**src/rtl/silife_grid_pkg.sv**
```systemverilog
// Shared types and constants for the Game-of-Life grid block.
package silife_pkg;

  localparam int GRID_W = 8;
  localparam int GRID_H = 8;

  typedef logic [GRID_W-1:0] row_t;
  typedef row_t [GRID_H-1:0] grid_t;

  typedef enum logic [1:0] {
    IDLE    = 2'd0,
    COMPUTE = 2'd1,
    COMMIT  = 2'd2
  } state_t;

endpackage

```
**src/rtl/silife_grid_if.sv**
```systemverilog
// Host row-write port: valid/ready handshake carrying a row index and its contents.
interface silife_grid_if;
  import silife_pkg::*;

  logic       wr_valid;
  logic       wr_ready;
  logic [2:0] wr_row;
  row_t       wr_data;

  modport master (output wr_valid, output wr_row, output wr_data, input wr_ready);
  modport slave  (input wr_valid, input wr_row, input wr_data, output wr_ready);

endinterface

```
**src/rtl/silife_grid_row_next.sv**
```systemverilog
// Next-generation value of one board row from the rows above, at and below it.
// Purely combinational; the grid time-multiplexes one instance over all rows.
module silife_row_next
  import silife_pkg::*;
#(
  parameter bit WRAP = 1'b1
) (
  input  row_t above_i,
  input  row_t cur_i,
  input  row_t below_i,
  output row_t next_o
);

  // Column c of row r, folding out-of-range columns per the edge mode.
  function automatic logic bit_at(row_t r, int c);
    logic v;
    if (c < 0 || c >= GRID_W) v = WRAP ? r[3'(c)] : 1'b0;
    else                      v = r[3'(c)];
    return v;
  endfunction

  // Neighbour count (0..8) and the birth/survival rule for column c.
  function automatic logic cell_next(row_t a, row_t m, row_t b, int c);
    logic [3:0] n;
    n = {3'b0, bit_at(a, c - 1)} + {3'b0, bit_at(a, c)} + {3'b0, bit_at(a, c + 1)}
      + {3'b0, bit_at(m, c - 1)} + {3'b0, bit_at(m, c + 1)}
      + {3'b0, bit_at(b, c - 1)} + {3'b0, bit_at(b, c)} + {3'b0, bit_at(b, c + 1)};
    return (n == 4'd3) | (m[3'(c)] & (n == 4'd2));
  endfunction

  // Evaluate every column of the row in parallel.
  always_comb begin
    next_o = '0;
    for (int c = 0; c < GRID_W; c++) begin
      next_o[c] = cell_next(above_i, cur_i, below_i, c);
    end
  end

endmodule

```
**src/rtl/silife_grid.sv**
```systemverilog
// 8x8 Game-of-Life board with double buffering. The display port always reads
// the front buffer; a generation is built row-by-row into the back buffer and
// then copied to the front in one edge.
//
// state   | meaning
// --------+-----------------------------------------------------------
// IDLE    | board stable, host writes accepted, waiting for step/pending
// COMPUTE | one back-buffer row per cycle, rows 0..7
// COMMIT  | front := back, generation count advances
module silife_grid
  import silife_pkg::*;
#(
  parameter bit WRAP = 1'b1
) (
  input  logic         clk,
  input  logic         reset_n,
  input  logic         step,
  silife_grid_if.slave wr,
  input  logic [2:0]   row_select,
  output row_t         cells,
  output logic         busy,
  output logic         gen_done,
  output logic [15:0]  generation
);

  state_t      state_q;
  logic [2:0]  row_q;
  logic        pending_q;
  logic        busy_q;
  logic        gen_done_q;
  logic [15:0] gen_q;
  grid_t       front_q;
  grid_t       back_q;

  row_t        above_d;
  row_t        below_d;
  row_t        next_d;

  // Neighbour rows of the row being computed; vertical edges wrap or read as dead.
  always_comb begin
    above_d = front_q[row_q - 3'd1];
    below_d = front_q[row_q + 3'd1];
    if (!WRAP && row_q == 3'd0) above_d = '0;
    if (!WRAP && row_q == 3'd7) below_d = '0;
  end

  silife_row_next #(.WRAP(WRAP)) u_row_next (
    .above_i (above_d),
    .cur_i   (front_q[row_q]),
    .below_i (below_d),
    .next_o  (next_d)
  );

  assign cells       = front_q[row_select];
  assign busy        = busy_q;
  assign gen_done    = gen_done_q;
  assign generation  = gen_q;
  assign wr.wr_ready = ~busy_q;

  // Sequencer: host writes and step launch in IDLE, row sweep, single-edge commit.
  // A step seen while busy is remembered once in pending_q.
  always_ff @(posedge clk or negedge reset_n) begin
    if (!reset_n) begin
      state_q    <= IDLE;
      row_q      <= '0;
      pending_q  <= 1'b0;
      busy_q     <= 1'b0;
      gen_done_q <= 1'b0;
      gen_q      <= '0;
      front_q    <= '0;
      back_q     <= '0;
    end else begin
      gen_done_q <= 1'b0;
      case (state_q)
        IDLE: begin
          if (wr.wr_valid) front_q[wr.wr_row] <= wr.wr_data;
          if (step || pending_q) begin
            state_q   <= COMPUTE;
            row_q     <= '0;
            pending_q <= 1'b0;
            busy_q    <= 1'b1;
          end
        end
        COMPUTE: begin
          back_q[row_q] <= next_d;
          row_q         <= row_q + 3'd1;
          if (step) pending_q <= 1'b1;
          if (row_q == 3'd7) state_q <= COMMIT;
        end
        COMMIT: begin
          front_q    <= back_q;
          gen_q      <= gen_q + 16'd1;
          gen_done_q <= 1'b1;
          busy_q     <= 1'b0;
          state_q    <= IDLE;
          if (step) pending_q <= 1'b1;
        end
        default: begin
          state_q <= IDLE;
          busy_q  <= 1'b0;
        end
      endcase
    end
  end

endmodule
```
**src/flat_wrapper.sv**
```systemverilog
// flat-port wrapper written by rule: the top's interface ports become plain ports
module silife_grid_flat import silife_pkg::*;
#(
  parameter bit WRAP = 1'b1
)
  (clk, reset_n, step, row_select, cells, busy, gen_done, generation, wr_wr_valid, wr_wr_row, wr_wr_data, wr_wr_ready);
  silife_grid_if wr_i ();
  input  logic clk;
  input  logic reset_n;
  input  logic step;
  input  logic [2:0] row_select;
  output row_t cells;
  output logic busy;
  output logic gen_done;
  output logic [15:0] generation;
  input wire logic [$bits(wr_i.wr_valid)-1:0] wr_wr_valid;
  input wire logic [$bits(wr_i.wr_row)-1:0] wr_wr_row;
  input wire logic [$bits(wr_i.wr_data)-1:0] wr_wr_data;
  output wire logic [$bits(wr_i.wr_ready)-1:0] wr_wr_ready;
  assign wr_i.wr_valid = wr_wr_valid;
  assign wr_i.wr_row = wr_wr_row;
  assign wr_i.wr_data = wr_wr_data;
  assign wr_wr_ready = wr_i.wr_ready;
  silife_grid #(.WRAP(WRAP)) u_core (.clk(clk), .reset_n(reset_n), .step(step), .wr(wr_i), .row_select(row_select), .cells(cells), .busy(busy), .gen_done(gen_done), .generation(generation));
endmodule
```
**config.mk**
```make
export PLATFORM = sky130hd
export DESIGN_NAME = silife_grid_flat
export DESIGN_NICKNAME = d
export VERILOG_FILES = /design/src/rtl/silife_grid_pkg.sv /design/src/rtl/silife_grid_if.sv /design/src/rtl/silife_grid_row_next.sv /design/src/rtl/silife_grid.sv /design/src/flat_wrapper.sv
export SDC_FILE = /design/constraint.sdc
export NUM_CORES = 1
export LEC_CHECK = 0
export ABC_CLOCK_PERIOD_IN_PS = 5850
export BUFFER_PORTS_ARGS = -buffer_cell sky130_fd_sc_hd__buf_2
export CORE_MARGIN = 1
export CORE_UTILIZATION = 49
export DETAILED_ROUTE_END_ITERATION = 8
export GPL_ROUTABILITY_DRIVEN = 0
export PLACE_DENSITY = 0.65
export SLEW_MARGIN = 30
export SYNTH_ARGS = -nofsm -noshare
export SYNTH_HDL_FRONTEND = slang
export SYNTH_SLANG_ARGS = --single-unit
```
**constraint.sdc**
```tcl
create_clock -name clk -period 5.85 [get_ports clk]
set_input_delay 0.8775 -clock clk [delete_from_list [all_inputs] [get_ports clk]]
set_output_delay 0.8775 -clock clk [all_outputs]
set_load 0.005 [all_outputs]
```
==> results of run 1 <==
## placed cells by master, fill, tap and decap left out, types with 8 or more instances in the layout
cell type and count:
a22oi_1 14, buf_2 43, clkbuf_16 9, dfrtp_1 104, fa_1 8, ha_1 13, inv_1 26, mux2_2 14
mux2i_1 12, mux4_2 28, nand2_1 41, nand3_1 16, nor2_1 16, o21ai_0 27, o22ai_1 19, o2bb2ai_1 49
xnor2_1 10
## final timing paths
kind,endpoint,cells past startpoint
max,u_core.back_q[42],16
min,u_core.generation[15],1
max reg2reg,u_core.back_q[42],16
min reg2reg,u_core.generation[15],1
max in group asynchronous,u_core.back_q[10],2
min in group asynchronous,u_core.front_q[11],1
## cells by family after synthesis
kind of cell             Yosys count  synth area share [%]
AO/OA/AOI/OAI                    132                  17.1
XOR/XNOR                          16                  2.44
adder cells (fa/ha/maj)           21                  5.63
buffers and inverters             57                  4.60
flip-flops                       104                  45.4
multiplexers                      54                  15.8
AND/OR/NAND/NOR                  107                  9.03
## metal layers
layer,global-route usage [%],vias up,share of wire [%]
met5,0,-,0
met4,8.27,0,1.6
met3,4.59,19,5.0
met2,39.2,139,47
met1,37.2,2200,46
li1,-,1888,-
## stage by stage
step	utilization (%)	worst slack, ps	instances	hold slack, ps
final	55.3	879	666	473
after global routing	55.3	605	666	502
after CTS	55.3	862	666	476
after detailed placement	52.5	848	650	466
after global placement	52.5	1020	650	456
after floorplan	-	968	491	450
## area by class of cell
type | instances | area share [%]
Multi-Input combinational cell | 330 | 45.4
Sequential cell | 104 | 41.2
Clock buffer | 10 | 3.78
Timing Repair Buffer | 46 | 3.76
Tap cell | 143 | 2.83
Inverter | 27 | 1.60
Clock inverter | 6 | 1.45
## flip-flops by register name, indices dropped and copies added, names as in the netlist
signal,flops
u_core.front_q,64
u_core.back_q,16
u_core.generation,16
u_core.row_q,3
u_core.state_q,2
u_core.busy,1
u_core.gen_done,1
u_core.pending_q,1
## critical path, delay by kind of cell (launching register included)
| kind | cells | cell delay, ps |
|---|---|---|
| adder cells (fa/ha/maj) | 6 | 2640 |
| flip-flops | 1 | 670 |
| AO/OA/AOI/OAI | 3 | 520 |
| multiplexers | 1 | 430 |
| buffers and inverters | 5 | 370 |
| AND/OR/NAND/NOR | 1 | 190 |
==> flow_metrics.tcl, run 1 <==
set metrics [dict create \
    status "finished, final reports clean" \
    initial_core_util_pct 50.2 \
    cpMostUsedCell "inv_1" \
    fmax_ghz 0.201 \
    grt_max_degree 64 \
    cts_setup_buffers 0 \
    synth_fp_nets 530 \
    overflow 0 \
    place_area_um2 5990 \
    htreeDepth 3 \
    grt_pass1_vias 4150 \
    cts.sinks 104 \
    hold_viol_final 0 \
    clkLatencyLatePin_ps 350 \
    yosysTopAreaCell "dfrtp_1" \
    viasPerCell 6.38 \
    cts_tree "yes" \
    async_reset_ff_share_pct 100 \
    vias 4246 \
    crit_start "u_core.row_q[1]" \
    synth.area.top_cells "dfrtp_1 45%, mux4_2 11%, o2bb2ai_1 7.5%, ha_1 2.8%, fa_1 2.8%" \
    drc 0 \
    multi_input_area_um2 2870 \
    netlist_area_um2 5740 \
    cts_buffer_depth 2 \
    fillers 987 \
    critPathArrivalTime_ps 5180 \
    cts-resized-gates 0 \
    antenna_cells 0 \
    firstDrtPassIters 5 \
    ctsHoldBuffers 0 \
    path_max_fanout 14 \
    drt_iter0_drc 368 \
    final_antenna_net_count 0 \
    critPathLaunchType "flop" \
    ios 45 \
    dieArea_um2 12100 \
    rr_startpoint "u_core.row_q[1]" \
    final_area_um2 6320 \
    dominantRegCellSynth "dfrtp_1" \
    grt_pass1_wl_mm 22.8 \
    worstMarginPinSlew_ps 988 \
    path_class "reg -> reg" \
    clk_pin_slew_worst_paths_ps 70 \
    slowest_stage "dfrtp_1" \
    drive_gt1_share_pct 21.4 \
    seq_area_frac_synth_pct 45.4 \
    drv_slew 0 \
    io_buffers 44 \
    slowest_delay_ps 670 \
    finalCritPeriodShare_pct 85.0 \
    finalClockSkew_ps 8.87 \
    yosysUniqueCellTypes 45 \
    die_y_um 110 \
    min_period_ps 4970 \
    ys_warn_count 0 \
    synth_seq_cells 104 \
    hold_class "reg -> reg" \
    worstPathCellList "inv_1, ha_1, mux4_2, inv_1, fa_1, inv_1, fa_1, inv_1, fa_1, inv_1, ha_1, fa_1, and4b_1, a22o_1, o41ai_4, o21ai_0" \
    avgSynthCellArea_um2 11.7 \
    drt-total-wl_mm 14.3 \
    synth_most_common_cell "dfrtp_1" \
    setup_tns_ps 0 \
    min-delay-start "u_core.generation[15]" \
    antenna_found_initial 0 \
    yosysTopAreaCellShare_pct 45.4 \
    register_area_um2 2600 \
    wl_per_cell_um 21.5 \
    rrSetupSlack_ps 880 \
    cp-end-kind "flop" \
    maxSlewHeadroom_pct 33.7 \
    num_rows 39 \
    numCtsBuffers 9 \
    synth_edf_count 0 \
    dieWidth_um 110 \
    grt_usage_pct 25.6 \
    worstPathRequired_ps 6060 \
    final_nets 557 \
    cts_root_buf "clkbuf_16" \
    setup_viol 0 \
    synthToLayoutAreaGrowth_pct 10.2 \
    core_area_um2 11400 \
    synth_top_cells_by_count "104 x dfrtp_1, 49 x o2bb2ai_1, 41 x nand2_1" \
    cap_violations 0 \
    rsz0062_at_grt "false" \
    syn_inst 491 \
    dp.final_hpwl_mm 9.94 \
]
Power of run 1 is left out: the tool's default activity adds up to more than one toggle a clock period on the data nets, which glitch-free logic cannot reach.
==> run 2, diff against run 1 <==
--- a/config.mk
+++ b/config.mk
@@ -5,13 +5,13 @@
 export SDC_FILE = /design/constraint.sdc
 export NUM_CORES = 1
 export LEC_CHECK = 0
-export ABC_CLOCK_PERIOD_IN_PS = 5850
+export ABC_CLOCK_PERIOD_IN_PS = 4300
 export BUFFER_PORTS_ARGS = -buffer_cell sky130_fd_sc_hd__buf_2
 export CORE_MARGIN = 1
 export CORE_UTILIZATION = 49
 export DETAILED_ROUTE_END_ITERATION = 8
 export GPL_ROUTABILITY_DRIVEN = 0
-export PLACE_DENSITY = 0.65
+export PLACE_DENSITY = 0.68
 export SLEW_MARGIN = 30
 export SYNTH_ARGS = -nofsm -noshare
 export SYNTH_HDL_FRONTEND = slang
==> constraint.sdc (replaced) <==
create_clock -name clk -period 4.3 [get_ports clk]
set_input_delay 0.645 -clock clk [delete_from_list [all_inputs] [get_ports clk]]
set_output_delay 0.645 -clock clk [all_outputs]
set_load 0.005 [all_outputs]
==> run 2 against run 1 <==
Effect of this change: the flow now finishes with violations (negative setup slack); critical path depth is 1 higher; critical path type unchanged; first-iteration DRC count is 12% lower; highest routed layer unchanged; count of clock-buffer cells in the layout is 1 higher; via count is 2.1% higher; sequential cell count stayed put; wire length is 1.4% higher; worst hold slack worse by 190 ps; cell area is 5.3% higher; register-to-register slack worse by 940 ps.
==> flow_metrics.tcl, run 2 (synthesis gave the netlist of run 1 again) <==
set metrics [dict create \
    status "complete, but fails checks" \
    violations "negative setup slack" \
    crit_family "adder cells" \
    rrSetupSlack_ps -60 \
    worstMarginPinSlew_ps 998 \
    final_antenna_net_count 0 \
    firstDrtPassIters 7 \
    slowest_delay_ps 530 \
    finalCritPeriodShare_pct 101 \
    drt-total-wl_mm 14.5 \
    grt_max_degree 77 \
    dieWidth_um 110 \
    hold_viol_final 0 \
    core_area_um2 11400 \
    grt_pass1_wl_mm 22.9 \
    ctsHoldBuffers 0 \
    hold_class "in -> async" \
    cts_tree "yes" \
    final_nets 583 \
    antenna_cells 0 \
    viasPerCell 6.26 \
    drive_gt1_share_pct 27.5 \
    critPathArrivalTime_ps 4570 \
    holdWs_ps 278 \
    overflow 0 \
    rr_startpoint "u_core.row_q[0]" \
    rsz0062_at_grt "true" \
    largest-register "u_core.front_q" \
    r2r_cells 17 \
    num_rows 39 \
    ios 45 \
    cts_buffer_depth 2 \
    finalClockSkew_ps 5.36 \
    worstPathRequired_ps 4510 \
    grt_usage_pct 25.9 \
    vias 4334 \
    dp.final_hpwl_mm 10.0 \
    slowest_stage "fa_1" \
    synthToLayoutAreaGrowth_pct 16.1 \
    grt_util_met2_pct 41.6 \
    largest_reg_flops 64 \
    min_period_ps 4360 \
    cts_root_buf "clkbuf_16" \
    busiest_layer "met2" \
    cp-end-kind "flop" \
    mostFrequentLayoutCells "103 x dfrtp_1, 49 x o2bb2ai_1, 43 x buf_2" \
    numCtsBuffers 9 \
    io_buffers 44 \
    fillers 967 \
    worst_slack_ps -58.2 \
    critPathLaunchType "flop" \
    grt_pass1_vias 4362 \
    globalRouteMet1Util_pct 35.0 \
    die_y_um 110 \
    fmax_ghz 0.229 \
    critPathBufInv 6 \
    maxSlewHeadroom_pct 33.1 \
    antenna_found_initial 0 \
    initial_core_util_pct 50.2 \
    clkLatencyLatePin_ps 350 \
    cts.sinks 104 \
    drv_slew 0 \
    dieArea_um2 12100 \
    path_class "reg -> reg" \
    clk_pin_slew_worst_paths_ps 70 \
    cap_violations 0 \
    drc 0 \
    wl_per_cell_um 21.0 \
    worstPathCellList "buf_8, inv_4, ha_4, mux4_2, inv_2, fa_1, inv_1, fa_1, inv_2, fa_1, inv_2, ha_4, fa_1, and4b_1, a22o_1, o41ai_4, o21ai_1" \
    timing.rr.end "u_core.back_q[2]" \
    setup_viol 8 \
    cpMostUsedCell "fa_1" \
    path_max_fanout 8 \
    htreeDepth 3 \
    mostFrequentLayoutCell "dfrtp_1" \
    use_met3_pct 4.59 \
    drt_iter0_drc 325 \
]
-- run 2: cell count changes in the layout (fill, tap and decap cells not counted), sizes merged --
cell / before / now
buf: 46 / 71
bufinv: 2 / 4
clkinvlp: 3 / 1
bufbuf: 0 / 1
inv: 27 / 26
clkbuf: 10 / 11
-- run 2: worst register-to-register path, delay by kind of cell (launching register included) --
family                     cells  cell delay (ps)
adders and majority gates      6             2310
AOI/OAI and AO/OA              3              520
DFF                            1              440
buffers and inverters          6              390
muxes                          1              350
and+or+nand+nor                1              190
-- run 2: final cells by class --
type                    count  area (µm²)  share of cell area [%]
flip-flops and latches    104        2600                    39.1
repair buffers             72         469                    7.05
multi-input cells         330        2930                    44.0
well taps                 143         179                    2.69
clock inverters             5         128                    1.92
clock buffers              11         243                    3.65
inverters                  27         104                    1.56
-- run 2: routing by layer --
layer  up-vias  share of wire, %
li1       1951                 -
met1      2179                43
met2       169                49
met3        35               5.7
met4         0               2.8
met5         -                 0
-- run 2: stage by stage --
step / std cells / setup TNS, ps / worst slack, ps / util (%) / instance area, µm²
global placement: 671 / 0 / 32.4 / 54.0 / 6160
global route: 692 / -1650 / -221 / 58.3 / 6660
CTS: 689 / -460 / -66.3 / 57.9 / 6610
finish: 692 / -223 / -58.2 / 58.3 / 6660
floorplan: 491 / -1450 / -204 / - / 5770
detailed placement: 671 / -2110 / -174 / 54.0 / 6160
-- run 2: repair_timing --
action | in CTS | in global routing
resized for setup | 18 | 8
buffers inserted | 1 | 3
pin swaps | 8 | 17
endpoints found under the setup margin | 16 | 16
gates cloned | 1 | 0
-- run 2: worst max path at each step --
stage / from / to / slack, ps / depth (start not counted)
2_1_floorplan: u_core.row_q[0] / u_core.back_q[10] / -200 / 20
3_3_place_gp: u_core.row_q[0] / u_core.back_q[1] / 30 / 11
3_5_place_dp: u_core.row_q[1] / u_core.back_q[41] / -170 / 11
4_1_cts: u_core.row_q[0] / u_core.back_q[2] / -70 / 17
5_1_grt: u_core.row_q[0] / u_core.back_q[50] / -220 / 17
6_report: u_core.row_q[0] / u_core.back_q[2] / -60 / 17
Power of run 2 is left out for the same reason.
